===== src/rtl/alu_cmd_issuer.sv =====
// Command issuer for the ALU operand interface: queues (op, a, b) commands, drives the ALU
// one op per cycle under result-FIFO credit, collects results in order and gates alu_en when idle.
module alu_cmd_issuer #(
    parameter int DATA_W       = 32,
    parameter int CMD_DEPTH    = 4,
    parameter int RES_DEPTH    = 4,
    parameter int IDLE_TIMEOUT = 4,
    parameter int WAKE_CYC     = 1
) (
    input  logic              clk,
    input  logic              clear,
    input  logic              cmd_valid,
    output logic              cmd_ready,
    input  logic [3:0]        cmd_op,
    input  logic [DATA_W-1:0] cmd_a,
    input  logic [DATA_W-1:0] cmd_b,
    output logic              res_valid,
    input  logic              res_ready,
    output logic [DATA_W-1:0] res_data,
    output logic              res_zero,
    output logic              res_err,
    output logic              alu_en,
    output logic [3:0]        control_signal,
    output logic [DATA_W-1:0] alu_in0,
    output logic [DATA_W-1:0] alu_in1,
    input  logic [DATA_W-1:0] alu_out,
    input  logic              zero_flag,
    output logic              busy,
    output logic [1:0]        dbg_state_o
);
    // Handshakes: a transfer happens on a rising edge where valid && ready; ready never looks at valid.

    localparam int CW = $clog2(CMD_DEPTH);
    localparam int RW = $clog2(RES_DEPTH);
    localparam int IW = $clog2(IDLE_TIMEOUT + 1);
    localparam int WW = $clog2(WAKE_CYC + 1);

    localparam logic [CW:0]   CMD_FULL = (CW + 1)'(CMD_DEPTH);
    localparam logic [CW:0]   CMD_ONE  = (CW + 1)'(1);
    localparam logic [CW-1:0] CPTR_ONE = CW'(1);
    localparam logic [RW:0]   RES_ONE  = (RW + 1)'(1);
    localparam logic [RW-1:0] RPTR_ONE = RW'(1);
    localparam logic [RW+1:0] RES_CAP  = (RW + 2)'(RES_DEPTH);
    localparam logic [IW-1:0] IDLE_END = IW'(IDLE_TIMEOUT - 1);
    localparam logic [IW-1:0] IDLE_ONE = IW'(1);
    localparam logic [WW-1:0] WAKE_END = WW'(WAKE_CYC - 1);
    localparam logic [WW-1:0] WAKE_ONE = WW'(1);

    typedef enum logic [1:0] {
        ST_SLEEP  = 2'd0,
        ST_WAKE   = 2'd1,
        ST_ACTIVE = 2'd2
    } state_t;

    state_t              state_q;
    logic [IW-1:0]       idle_q;
    logic [WW-1:0]       wake_q;
    logic                alu_en_q;
    logic [3:0]          cs_q;
    logic [DATA_W-1:0]   in0_q, in1_q;
    logic                iss_v_q, iss_err_q, cap_v_q, cap_err_q;

    logic [3:0]          cmd_op_mem [CMD_DEPTH];
    logic [DATA_W-1:0]   cmd_a_mem  [CMD_DEPTH];
    logic [DATA_W-1:0]   cmd_b_mem  [CMD_DEPTH];
    logic [CW-1:0]       cmd_wr_q, cmd_rd_q;
    logic [CW:0]         cmd_cnt_q, cmd_cnt_d;

    logic [DATA_W+1:0]   res_mem [RES_DEPTH];
    logic [RW-1:0]       res_wr_q, res_rd_q;
    logic [RW:0]         res_cnt_q, res_cnt_d;

    logic                cmd_empty, cmd_push, issue_window, credit_ok, head_legal, do_issue;
    logic                res_push, res_pop;
    logic [RW+1:0]       committed;
    logic [3:0]          head_op;
    logic [DATA_W+1:0]   res_in, res_head;

    assign cmd_empty    = (cmd_cnt_q == '0);
    assign cmd_ready    = clear && (cmd_cnt_q != CMD_FULL);
    assign cmd_push     = cmd_valid && cmd_ready;
    assign head_op      = cmd_op_mem[cmd_rd_q];
    assign head_legal   = (head_op <= 4'd9);

    // Every slot already promised to the result FIFO (stored + on the bus + being captured).
    assign committed    = {1'b0, res_cnt_q} + {{(RW + 1){1'b0}}, iss_v_q} + {{(RW + 1){1'b0}}, cap_v_q};
    assign credit_ok    = (committed < RES_CAP);
    // The last WAKE cycle may already decide an issue so the op reaches the bus on the first ACTIVE cycle.
    assign issue_window = (state_q == ST_ACTIVE) || ((state_q == ST_WAKE) && (wake_q == WAKE_END));
    assign do_issue     = issue_window && !cmd_empty && credit_ok;

    always_comb begin
        cmd_cnt_d = cmd_cnt_q;
        if (cmd_push && !do_issue) cmd_cnt_d = cmd_cnt_q + CMD_ONE;
        else if (!cmd_push && do_issue) cmd_cnt_d = cmd_cnt_q - CMD_ONE;
    end

    always_ff @(posedge clk) begin
        if (cmd_push) begin
            cmd_op_mem[cmd_wr_q] <= cmd_op;
            cmd_a_mem[cmd_wr_q]  <= cmd_a;
            cmd_b_mem[cmd_wr_q]  <= cmd_b;
        end
    end

    always_ff @(posedge clk) begin
        if (!clear) begin
            cmd_wr_q  <= '0;
            cmd_rd_q  <= '0;
            cmd_cnt_q <= '0;
        end else begin
            if (cmd_push) cmd_wr_q <= cmd_wr_q + CPTR_ONE;
            if (do_issue) cmd_rd_q <= cmd_rd_q + CPTR_ONE;
            cmd_cnt_q <= cmd_cnt_d;
        end
    end

    // Illegal ops ride the same two-stage slot as real ops so results stay in command order.
    assign res_push = cap_v_q;
    assign res_in   = cap_err_q ? {1'b1, 1'b1, {DATA_W{1'b0}}} : {1'b0, zero_flag, alu_out};
    assign res_pop  = res_valid && res_ready;
    assign res_head = res_mem[res_rd_q];

    always_comb begin
        res_cnt_d = res_cnt_q;
        if (res_push && !res_pop) res_cnt_d = res_cnt_q + RES_ONE;
        else if (!res_push && res_pop) res_cnt_d = res_cnt_q - RES_ONE;
    end

    always_ff @(posedge clk) begin
        if (res_push) res_mem[res_wr_q] <= res_in;
    end

    always_ff @(posedge clk) begin
        if (!clear) begin
            res_wr_q  <= '0;
            res_rd_q  <= '0;
            res_cnt_q <= '0;
        end else begin
            if (res_push) res_wr_q <= res_wr_q + RPTR_ONE;
            if (res_pop)  res_rd_q <= res_rd_q + RPTR_ONE;
            res_cnt_q <= res_cnt_d;
        end
    end

    assign res_valid = (res_cnt_q != '0);
    assign res_data  = res_valid ? res_head[DATA_W-1:0] : '0;
    assign res_zero  = res_valid && res_head[DATA_W];
    assign res_err   = res_valid && res_head[DATA_W+1];

    always_ff @(posedge clk) begin
        if (!clear) begin
            state_q   <= ST_SLEEP;
            idle_q    <= '0;
            wake_q    <= '0;
            alu_en_q  <= 1'b0;
            cs_q      <= '0;
            in0_q     <= '0;
            in1_q     <= '0;
            iss_v_q   <= 1'b0;
            iss_err_q <= 1'b0;
            cap_v_q   <= 1'b0;
            cap_err_q <= 1'b0;
        end else begin
            iss_v_q   <= do_issue;
            iss_err_q <= do_issue && !head_legal;
            cap_v_q   <= iss_v_q;
            cap_err_q <= iss_err_q;
            if (do_issue && head_legal) begin
                cs_q  <= head_op;
                in0_q <= cmd_a_mem[cmd_rd_q];
                in1_q <= cmd_b_mem[cmd_rd_q];
            end
            case (state_q)
                ST_SLEEP: begin
                    if (!cmd_empty) begin
                        state_q  <= ST_WAKE;
                        alu_en_q <= 1'b1;
                        wake_q   <= '0;
                    end
                end
                ST_WAKE: begin
                    if (wake_q == WAKE_END) begin
                        state_q <= ST_ACTIVE;
                        idle_q  <= '0;
                    end else begin
                        wake_q <= wake_q + WAKE_ONE;
                    end
                end
                ST_ACTIVE: begin
                    if (do_issue) begin
                        idle_q <= '0;
                    end else if (!iss_v_q && !cap_v_q) begin
                        if (idle_q == IDLE_END) begin
                            state_q  <= ST_SLEEP;
                            alu_en_q <= 1'b0;
                            idle_q   <= '0;
                        end else begin
                            idle_q <= idle_q + IDLE_ONE;
                        end
                    end
                end
                default: begin
                    state_q  <= ST_SLEEP;
                    alu_en_q <= 1'b0;
                end
            endcase
        end
    end

    assign alu_en         = alu_en_q;
    assign control_signal = cs_q;
    assign alu_in0        = in0_q;
    assign alu_in1        = in1_q;
    assign dbg_state_o    = state_q;
    assign busy           = (state_q != ST_SLEEP) || !cmd_empty || res_valid || iss_v_q || cap_v_q;

endmodule


===== config.mk =====
export PLATFORM = sky130hd
export DESIGN_NAME = alu_cmd_issuer
export DESIGN_NICKNAME = d
export VERILOG_FILES = /design/src/rtl/alu_cmd_issuer.sv
export SDC_FILE = /design/constraint.sdc
export NUM_CORES = 1
export LEC_CHECK = 0
export ABC_AREA = 1
export CORE_UTILIZATION = 43
export DETAILED_ROUTE_END_ITERATION = 6
export GPL_ROUTABILITY_DRIVEN = 0
export PLACE_DENSITY = 0.66
export SLEW_MARGIN = 30
export SYNTH_ARGS = -nofsm -noshare
export SYNTH_HDL_FRONTEND = slang
export SYNTH_SLANG_ARGS = --single-unit
export TNS_END_PERCENT = 10

===== constraint.sdc =====
create_clock -name clk -period 4.7 [get_ports clk]
set_clock_uncertainty 0.05 [all_clocks]
set_input_delay 0.94 -clock clk [delete_from_list [all_inputs] [get_ports clk]]
set_output_delay 0.94 -clock clk [all_outputs]
set_load 0.01 [all_outputs]

* After elaboration in Yosys (flattened, before gate mapping)
Memories as Yosys holds them, arrays and structs flattened. A register that Yosys moved wholly into a read port is not among the register bits.
Index checks and enable logic that the tools add are counted.
** Word-level totals
- Bits in registers :: 29
- Latch bits :: 0
- RAM bits :: 408
- Memory bits (read-only) :: 0
- Input port bits :: 105
- Output and inout port bits :: 108
- Word-level logic and storage cells :: 119
- Memories kept :: 4
** Memories
- res_mem :: depth 4, width 34, rd ports 1, clocked after Yosys merged registers in 1, write ports 1, RTL line 69 : logic [DATA_W+1:0] res_mem [RES_DEPTH];
- cmd_a_mem :: depth 4, width 32, rd ports 1, clocked after Yosys merged registers in 1, write ports 1, RTL line 64 : logic [DATA_W-1:0] cmd_a_mem [CMD_DEPTH];
- cmd_b_mem :: depth 4, width 32, rd ports 1, clocked after Yosys merged registers in 1, write ports 1, RTL line 65 : logic [DATA_W-1:0] cmd_b_mem [CMD_DEPTH];
- cmd_op_mem :: depth 4, width 4, rd ports 1, clocked after Yosys merged registers in 1, write ports 1, RTL line 63 : logic [3:0] cmd_op_mem [CMD_DEPTH];
** Cells by class
- $add $sub $neg :: 12
- Multipliers :: 0
- Div/mod/pow operators :: 0
- Magnitude comparators :: 2
- Equal/unequal tests :: 10
- Shift operators :: 0
- Mux-type cells :: 33
- Bitwise operators :: 2
- Reductions and logical operators :: 41
** Operator list (count)
- $mux W34 :: 1
- $mux W32 :: 1
- $mux W3 :: 8
- $mux W2 :: 9
- $logic_and A1 B1 Y1 :: 15
- $mux W1 :: 10
- $reduce_and A5 Y1 :: 2
- $reduce_bool A2 Y1 :: 5
- $add A3 B1 Y3 const B :: 3
- $logic_not A1 Y1 :: 9
- $add A2 B1 Y2 const B :: 4
- $ne A2 B2 Y1 const B :: 3
- $pmux W2 S3 :: 1
- $pmux W3 S2 :: 1
- $sub A3 B1 Y3 const B :: 2
- $logic_or A1 B1 Y1 :: 5
- $add A3 B1 Y4 :: 1
- $add A4 B1 Y4 :: 1
- $le A4 B4 Y1 const B :: 1
- $lt A4 B3 Y1 const B :: 1
- $ne A2 B1 Y1 const B :: 2
- $eq A3 B2 Y1 const B :: 1
- $logic_not A3 Y1 :: 1
- $ne A3 B2 Y1 const B :: 1
- 11 further kinds :: 12

* Longest topological paths before layout
- Word-level depth :: 8
- Depth in mapped cells :: 14
- Depth with buffers taken out :: 13

* Worst setup path after synthesis
No wires, ideal clock.
- Kind :: in2reg
- From :: input clear
- To :: memory cmd_a_mem[0][0], enable pin
- Arrival time :: 4.556 ns
- Data required time :: 4.155 ns
- Path slack :: -0.401 ns
- Cell stages on the path :: 5
- Path buffers :: 1
- Cells stage by stage :: buf_2 inv_1 a31oi_1 nand2_1 nor2_1
** On the way
- Longest elaborated chain between the ends :: 4
** RTL lines
- start: declaration :: RTL line 11 : input logic clear,
- $logic_and A1 B1 Y1 :: RTL line 80 : assign cmd_ready = clear && (cmd_cnt_q != CMD_FULL);
- named net cmd_ready :: RTL line 13 : output logic cmd_ready,
- $logic_and A1 B1 Y1 :: RTL line 81 : assign cmd_push = cmd_valid && cmd_ready;
- $mux W1 :: RTL line 99 : if (cmd_push) begin
- $mux W1 (not written as such) :: RTL line 101 : cmd_a_mem[cmd_wr_q] <= cmd_a;
- end: declaration :: RTL line 64
The timed path passes the listed nets, and every way through them passes these cells.

==> results_dict.tcl <==
set metrics [dict create \
    status "finished, final reports clean" \
    max_capacitance_violation_count 0 \
    drc_errors 0 \
    placed_cells 2556 \
    worst_setup_margin_ps 1010 \
    leakagePower_nw 8.84 \
    whs_endpoint "cap_err_q$_SDFF_PN0_" \
    detail_route.vias_per_cell 5.06 \
    regToRegEndpoint "alu_in1[21]$_SDFFE_PN0P_" \
    yosys_warnings 0 \
    design_power_total_w 0.0136 \
    final_hold_viol_count 0 \
    area_growth_syn_to_layout_pct 21.3 \
    global_route.usage.total_pct 19.2 \
    core-area_mm2 0.0458 \
    tritoncts_num_sinks 504 \
    topRoutingLayerUsed "met5" \
    max_freq_ghz 0.271 \
    routed_wire_length_per_instance_um 17.2 \
    grt_start_max_net_pins 84 \
    seq_area_frac_synth_pct 70.3 \
    reg2reg_slack_ps 1580 \
    setup_failing_eps_final 0 \
    drive_above_1_share_pct 5.79 \
    initial_utilization_pct 44.0 \
    met2_length_um 22100 \
    min-delay-path-class "reg -> reg" \
    cts_post_setup_buffers_inserted 0 \
    number_of_nets_in_the_layout 2132 \
    tritoncts_buffers 52 \
    drt_pre_antenna_iters 7 \
    detailedPlacementHpwl_um 26000 \
    met1_length_um 19400 \
    crit_fanout 35 \
    layout.cells.most_common "sky130_fd_sc_hd__nor2_1" \
    grt_antenna_before_repair 8 \
    timing.rr.start "cmd_rd_q[0]$_SDFFE_PN0P_" \
    synthesized_flop_and_latch_total 504 \
    critical-path-top-delay-family "buffers and inverters" \
    crit_type "reg -> out" \
    critical_path.max_stage_delay_ps 570 \
    critPathCaptureType "primary output" \
    syn_inst 1831 \
    grt_pass1_wl_um 71400 \
    timing.max_slew.rel_slack_pct 35.8 \
    crit_path_cell_trace "buf_4 > clkinv_1 > buf_4 > nor2_1 > o21ai_0 > a21oi_1 > clkdlybuf4s50_1" \
    power.density_mw_per_mm2 558 \
    synthesis.nets 1953 \
    cp_slowest_cell "sky130_fd_sc_hd__clkdlybuf4s50_1" \
    seq_area_mm2 0.0142 \
    reg2regPathDepth 7 \
    cts_tree "done" \
    die-area_mm2 0.0477 \
    final-max-slew-violation-count 0 \
    dr_wl_met3_um 3210 \
    startpoint_of_the_worst_hold_path "iss_err_q$_SDFF_PN0_" \
    pre_cts_ws_ps 1530 \
    multi_input_area_mm2 0.00517 \
    whs_path_depth 2 \
    clock_latency_ps 600 \
    critical_path_launch_point_type "flip-flop" \
    cts-resized-gates 0 \
    initialDrtViolationCount 982 \
    routed_wirelength_um 45600 \
    arrival_ps 2700 \
    htree_levels 2 \
    fill_cells 3940 \
    die_h_um 218 \
    synthesis.area_per_instance_um2 11.0 \
    postRouteAntennaNets 0 \
    via_count 13400 \
    vdd.ir_drop.worst_v 0.000336 \
    cts-hold-fix-buffers 0 \
    grt-ovfl-total 0 \
    setup_repair_after_global_routing_missed_its_margin "false" \
    final.period_utilization_pct 78.5 \
    timing.critical_path.mode_cell "sky130_fd_sc_hd__buf_4" \
    io_pins 213 \
    final_cell_count_no_fill 2657 \
    die-width_um 218 \
    worst-path-buf-inv 4 \
    worst-endpoint-required_ps 3710 \
    cts_root_buf "sky130_fd_sc_hd__clkbuf_16" \
    synthesis.area_mm2 0.0202 \
    worst_pin_slew_ps 964 \
    max-clock-path-buffers 3 \
    number_of_global_route_vias_before_repair 13200 \
    tmin_final_ps 3690 \
    synth_cell_types 29 \
    most_used_cells_in_the_layout_excluding_fill_and_tap_cells "sky130_fd_sc_hd__nor2_1, sky130_fd_sc_hd__edfxtp_1, sky130_fd_sc_hd__o21ai_0" \
    placement_rows 78 \
    port-buffer-count 212 \
    path_clk_slew_ps 60 \
]
## tightest hold or removal path, stage by stage (launching register included)
cell and delay (ps):
sky130_fd_sc_hd__dfxtp_1 310, sky130_fd_sc_hd__nand2_1 50, sky130_fd_sc_hd__inv_1 40
## layout make-up
| type | count | share of cell area, % |
|---|---|---|
| multi-input combinational | 1134 | 21.2 |
| timing repair buffer | 236 | 9.56 |
| sequential | 504 | 58.0 |
| inverter | 82 | 1.30 |
| clock buffer | 68 | 5.82 |
| clock inverter | 30 | 1.04 |
| antenna | 3 | 0.0307 |
| tap | 600 | 3.07 |
## through the flow
| step | TNS [ps] | util, % | hold WS [ps] | area [µm²] |
|---|---|---|---|---|
| 6_report | 0 | 53.4 | 370 | 24400 |
| 5_1_grt | 0 | 53.4 | 402 | 24400 |
| 2_1_floorplan | -108990 | - | 340 | 20200 |
| 4_1_cts | 0 | 53.4 | 373 | 24400 |
| 3_5_place_dp | 0 | 49.7 | 355 | 22800 |
| 3_3_place_gp | 0 | 49.7 | 357 | 22800 |
## worst max path at each step
stage	end	start	cells past startpoint
after floorplan	cmd_a_mem[0][0]$_DFFE_PP_	clear	5
final	res_data[31]	flip-flop	7
after global placement	res_err	flip-flop	4
after detailed placement	alu_in1[21]$_SDFFE_PN0P_	cmd_rd_q[0]$_SDFFE_PN0P_	7
after CTS	res_data[11]	flip-flop	7
after global routing	res_data[13]	flip-flop	7
## synthesized netlist by cell type (all sizes together)
master / number / area [µm²]
ha: 15 / 188
a21oi: 118 / 591
fa: 2 / 40.0
buf: 63 / 360
edfxtp: 408 / 12300
nor2: 519 / 1950
nand4: 1 / 6.26
nand3: 9 / 45.0
o21ai: 215 / 1080
a31oi: 1 / 6.26
nor3b: 1 / 7.51
nor3: 2 / 15.0
or2: 1 / 6.26
xor2: 1 / 8.76
nand2: 183 / 692
dfxtp: 96 / 1920
clkinv: 1 / 3.75
clkbuf: 48 / 180
nand3b: 66 / 495
inv: 81 / 307
## sequential cells by signal, indices dropped and copies added (netlist names), 2 cells and up, named ones only
signal / flops
alu_in1: 32
cmd_wr_q: 2
res_cnt_q: 3
cmd_rd_q: 2
res_rd_q: 2
res_mem: 136
cmd_b_mem: 128
cmd_cnt_q: 3
res_wr_q: 2
dbg_state_o: 2
idle_q: 3
cmd_a_mem: 128
cmd_op_mem: 16
alu_in0: 32
control_signal: 4
## report_power, final
part	total, W	switching, W	internal (W)
clock network	0.00402	0.00171	0.00231
registers	0.00563	0.000319	0.00531
logic	0.00398	0.00235	0.00162
## layer usage
metal / track usage [%] / up-vias
met3: 4.50 / 73
met5: 0 / -
met4: 5.66 / 10
li1: - / 6581
met2: 32.6 / 381
met1: 24.3 / 6403
## logic make-up (layout without fill, tap and decap cells)
logic type / count (synthesis) / count (layout) / share of synthesized area, %
AND/OR/NAND/NOR: 782 / 782 / 16.0
flip-flops: 504 / 504 / 70.3
AO/OA/AOI/OAI: 334 / 334 / 8.32
buffers and inverters: 193 / 416 / 4.22
adder cells (fa/ha/maj): 17 / 17 / 1.13
XOR/XNOR: 1 / 1 / 0.0435
other: 0 / 3 / 0
Power figures use the tool's default switching activity.
==> RTL edit 1 (same settings) <==
Register the output `dbg_state_o` once more; this adds one clock of latency there. The other outputs are not delayed to match.
--- a/src/rtl/alu_cmd_issuer.sv
+++ b/src/rtl/alu_cmd_issuer.sv
@@ -212,7 +212,9 @@
     assign control_signal = cs_q;
     assign alu_in0        = in0_q;
     assign alu_in1        = in1_q;
-    assign dbg_state_o    = state_q;
+    always_ff @(posedge clk) begin
+        dbg_state_o <= state_q;
+    end
     assign busy           = (state_q != ST_SLEEP) || !cmd_empty || res_valid || iss_v_q || cap_v_q;
 
 endmodule
Check against the original RTL: not equivalent (Yosys sat finds a counterexample within 4 cycles, from zero or initial values).
==> RTL edit 1 against the unedited design <==
- first-iteration DRC count is 4.8% lower
- power is 1.6% higher
- cell count is 0.49% higher
- sequential cell count is 2 higher
- final area is 0.90% higher
- non-clock buffer count is 4 higher
- synthesized area is 0.20% higher
- setup slack worse by 0.15 ns
- routed wire length is 0.22% lower
- largest cell class unchanged
- highest routed layer unchanged
==> RTL edit 1: results (changes against the unedited design) <==
{| class="wikitable"
! Metric !! Value
|-
| Post-synthesis share of cell area spent on xor and xnor gates || 0.04337% (was 0.04346%)
|-
| All-layer global routing usage || 19.03% (was 19.20%)
|-
| Synth Area in Adders || 1.128% (was 1.130%)
|-
| Capture instance of the worst register-to-register path || alu_in1[15]$_SDFFE_PN0P_ (was alu_in1[21]$_SDFFE_PN0P_)
|-
| Placed wire-length estimate || 25990 um (was 26020 um)
|-
| Slack of the worst reg-to-reg path || 1.56 ns (was 1.58 ns)
|-
| Count of nets after finishing || 2138 (was 2132)
|-
| Wire length of the first global-routing pass || 70970 um (was 71390 um)
|-
| Dominant combinational cell family by area after synthesis || simple AND/OR/NAND/NOR gates (unchanged)
|-
| Vias in the first global route || 13220 (was 13240)
|-
| Largest stage delay, worst path || 0.60 ns (was 0.57 ns)
|-
| Number of antenna violations at the first check in global routing || 10 (was 8)
|-
| Synthesized net count || 1955 (was 1953)
|-
| Min-Delay Endpoint || dbg_state_o[1]$_DFF_P_ (was cap_err_q$_SDFF_PN0_)
|-
| Number of optimization iterations in the first detailed-route pass || 5 (was 7)
|-
| Leakage power || 8.930 nW (was 8.842 nW)
|-
| Starting DRT DRC Count || 935 (was 982)
|-
| Slew @ Worst Pin || 0.9251 ns (was 0.9637 ns)
|-
| Placement-stage worst setup slack || 1.046 ns (was 1.528 ns)
|-
| Critical R2R Launch || cap_v_q$_SDFF_PN0_ (was cmd_rd_q[0]$_SDFFE_PN0P_)
|-
| Number of filler cells placed in the layout || 4008 (was 3940)
|-
| Pin count of the biggest net entering global routing || 81 (was 84)
|-
| R2r worst-path depth || 10 (was 7)
|-
| Share of cells above drive strength 1 || 6.408% (was 5.794%)
|-
| WP data arrival || 2.85 ns (was 2.70 ns)
|-
| Seq/Total Area, Yosys || 70.39% (was 70.33%)
|-
| Mean routed wirelength per cell || 17.05 um (was 17.17 um)
|-
| Synthesized-area fraction occupied by ao, oa, aoi and oai cells || 8.303% (was 8.319%)
|-
| Run status || finished, final reports clean (unchanged)
|}
-- RTL edit 1: per-layer routing --
layer / part of all wire [%] / global-route usage, %
met5: 0.18 / 0
met4: 2.3 / 6.343
met3: 7.1 / 4.662
met2: 49 / 32.49
met1: 42 / 23.55
-- RTL edit 1: power by group --
group | switching (mW) | leakage [nW] | internal [mW]
clock network | 1.75 | 0.862 | 2.46
registers | 0.304 | 4.49 | 5.33
logic | 2.38 | 3.57 | 1.62
total | 4.43 | 8.93 | 9.42
-- RTL edit 1: final cells by class --
class / count / area [um^2] / share of cell area (%)
clock buffers: 65 / 1434 / 5.815
repair buffers: 240 / 2405 / 9.753
multi-input cells: 1134 / 5170 / 20.97
diodes: 3 / 7.507 / 0.03045
inverters: 82 / 317.8 / 1.289
clock inverters: 33 / 344.1 / 1.395
flip-flops and latches: 506 / 14220 / 57.67
well taps: 607 / 759.5 / 3.080
-- RTL edit 1: worst max path at each step --
stage / from / to / slack, ns / depth (start not counted)
detailed placement: clear / cmd_a_mem[3][29]$_DFFE_PP_ / 1.05 / 6
finish: flop / res_data[11] / 0.86 / 7
floorplan: clear / cmd_a_mem[0][0]$_DFFE_PP_ / -0.40 / 5
global route: flop / res_data[13] / 0.70 / 7
global placement: clear / cmd_b_mem[3][22]$_DFFE_PP_ / 1.12 / 6
CTS: flop / res_err / 0.81 / 7
-- RTL edit 1: through the flow --
stage               instance area [um^2]  power [mW]  hold WS [ns]  instances  TNS, ns
global route                       24650       14.64        0.3392       2669        0
CTS                                24650       14.00        0.3373       2667        0
global placement                   22870       9.686        0.3306       2569        0
floorplan                          20190       8.206        0.3046       1833  -108.99
detailed placement                 22870       9.754        0.3284       2569        0
finish                             24660       13.85        0.3334       2670        0
==> RTL edit 2 (config.mk and constraints unchanged) <==
Made on the original files. Set the parameter `DATA_W` to 36 (it was 32).
--- a/src/rtl/alu_cmd_issuer.sv
+++ b/src/rtl/alu_cmd_issuer.sv
@@ -1,7 +1,7 @@
 // Command issuer for the ALU operand interface: queues (op, a, b) commands, drives the ALU
 // one op per cycle under result-FIFO credit, collects results in order and gates alu_en when idle.
 module alu_cmd_issuer #(
-    parameter int DATA_W       = 32,
+    parameter int DATA_W       = 36,
     parameter int CMD_DEPTH    = 4,
     parameter int RES_DEPTH    = 4,
     parameter int IDLE_TIMEOUT = 4,
Ports: changed (6 resized); port bits go from 213 to 237. The function was not compared with the original's and may differ.
==> RTL edit 2 against the unedited design <==
- power is 14% higher
- setup slack worse by 0.30 ns
- sequential cell count is 56 higher
- critical path depth is 2 lower
- final area is 13% higher
- non-clock buffer count is 27 higher
- routed wire length is 14% higher
- die area is 13% higher
- synthesized area is 13% higher
==> RTL edit 2: results (changes against the unedited design) <==
{| class="wikitable"
! Metric !! Value
|-
| Max FO, Critical Path || 42 (was 35)
|-
| Vias in the first global route || 14680 (was 13240)
|-
| Synthesized net count || 2160 (was 1953)
|-
| All-layer global routing usage || 18.84% (was 19.20%)
|-
| Placed wire-length estimate || 29410 um (was 26020 um)
|-
| Post-synth EDFFs || 456 (was 408)
|-
| Number of CTS-inserted buffers || 57 (was 52)
|-
| Number of optimization iterations in the first detailed-route pass || 6 (was 7)
|-
| Destination of the critical timing path || res_data[6] (was res_data[31])
|-
| Seq/Total Area, Yosys || 69.21% (was 70.33%)
|-
| Number of placed instances, taps included || 2850 (was 2556)
|-
| Post-route worst hold slack || 0.3645 ns (was 0.3699 ns)
|-
| Via-to-Cell Ratio || 5.069 (was 5.061)
|-
| Dominant cells by area after synthesis || sky130_fd_sc_hd__edfxtp_1 (60%), sky130_fd_sc_hd__dfxtp_1 (9.1%), sky130_fd_sc_hd__nor2_1 (8.7%) (was sky130_fd_sc_hd__edfxtp_1 (61%), sky130_fd_sc_hd__nor2_1 (9.7%), sky130_fd_sc_hd__dfxtp_1 (9.5%))
|-
| Most frequent cells after synthesis || sky130_fd_sc_hd__nor2_1 (529), sky130_fd_sc_hd__edfxtp_1 (456), sky130_fd_sc_hd__o21ai_0 (236) (was sky130_fd_sc_hd__nor2_1 (519), sky130_fd_sc_hd__edfxtp_1 (408), sky130_fd_sc_hd__o21ai_0 (213))
|-
| Layout Cells excl Fill || 2959 (was 2657)
|-
| Top Registers || res_mem: 152 flops, cmd_a_mem: 144 flops, cmd_b_mem: 144 flops (was res_mem: 136 flops, cmd_a_mem: 128 flops, cmd_b_mem: 128 flops)
|-
| Mean routed wirelength per cell || 17.51 um (was 17.17 um)
|-
| Number of unique standard cell types used by synthesis || 32 (was 29)
|-
| Largest stage delay, worst path || 0.66 ns (was 0.57 ns)
|-
| Number of filler cells placed in the layout || 4467 (was 3940)
|-
| Top-area cell type share of the netlist area || 60.08% (was 60.79%)
|-
| Share of cells above drive strength 1 || 10.30% (was 5.794%)
|-
| Starting DRT DRC Count || 1022 (was 982)
|-
| Count of input and output buffers || 236 (was 212)
|-
| Run status || finished, final reports clean (unchanged)
|-
| Placement Cell Area || 25600 um^2 (was 22750 um^2)
|-
| WP data arrival || 3.00 ns (was 2.70 ns)
|-
| Max VDD drop || 0.3366 mV (was 0.3365 mV)
|-
| Placement-stage worst setup slack || 1.058 ns (was 1.528 ns)
|-
| Diode count || 0 (was 3)
|-
| Master of the slowest instance on the critical path || sky130_fd_sc_hd__clkinv_1 (was sky130_fd_sc_hd__clkdlybuf4s50_1)
|-
| Capture instance of the worst register-to-register path || alu_in0[10]$_SDFFE_PN0P_ (was alu_in1[21]$_SDFFE_PN0P_)
|-
| Number of antenna violations at the first check in global routing || 4 (was 8)
|}
## RTL edit 2: cell families after synthesis
kind of cell,Yosys count,synth area share [%]
and+or+nand+nor,866,17.00
adders and majority gates,17,0.9991
buffers and inverters,212,4.606
DFF,560,69.21
AOI/OAI and AO/OA,370,8.147
xor gates and xnor gates,1,0.03843
## RTL edit 2: layout make-up
cell class | count | share of cell area [%]
Sequential cell | 560 | 57.30
Multi-Input combinational cell | 1254 | 21.85
Timing Repair Buffer | 263 | 9.545
Clock buffer | 76 | 5.774
Tap cell | 688 | 3.126
Inverter | 86 | 1.231
Clock inverter | 32 | 1.177
## RTL edit 2: where the power goes
part           switching (mW)  total, mW  internal (mW)
logic                    2.80       4.71           1.92
registers               0.352       6.25           5.90
clock network            1.91       4.57           2.66
## RTL edit 2: routing by layer
metal / track usage (%) / part of all wire [%]
met5: 0 / 0.10
met4: 6.456 / 2.6
met3: 3.573 / 5.8
met2: 32.10 / 49
met1: 23.96 / 43
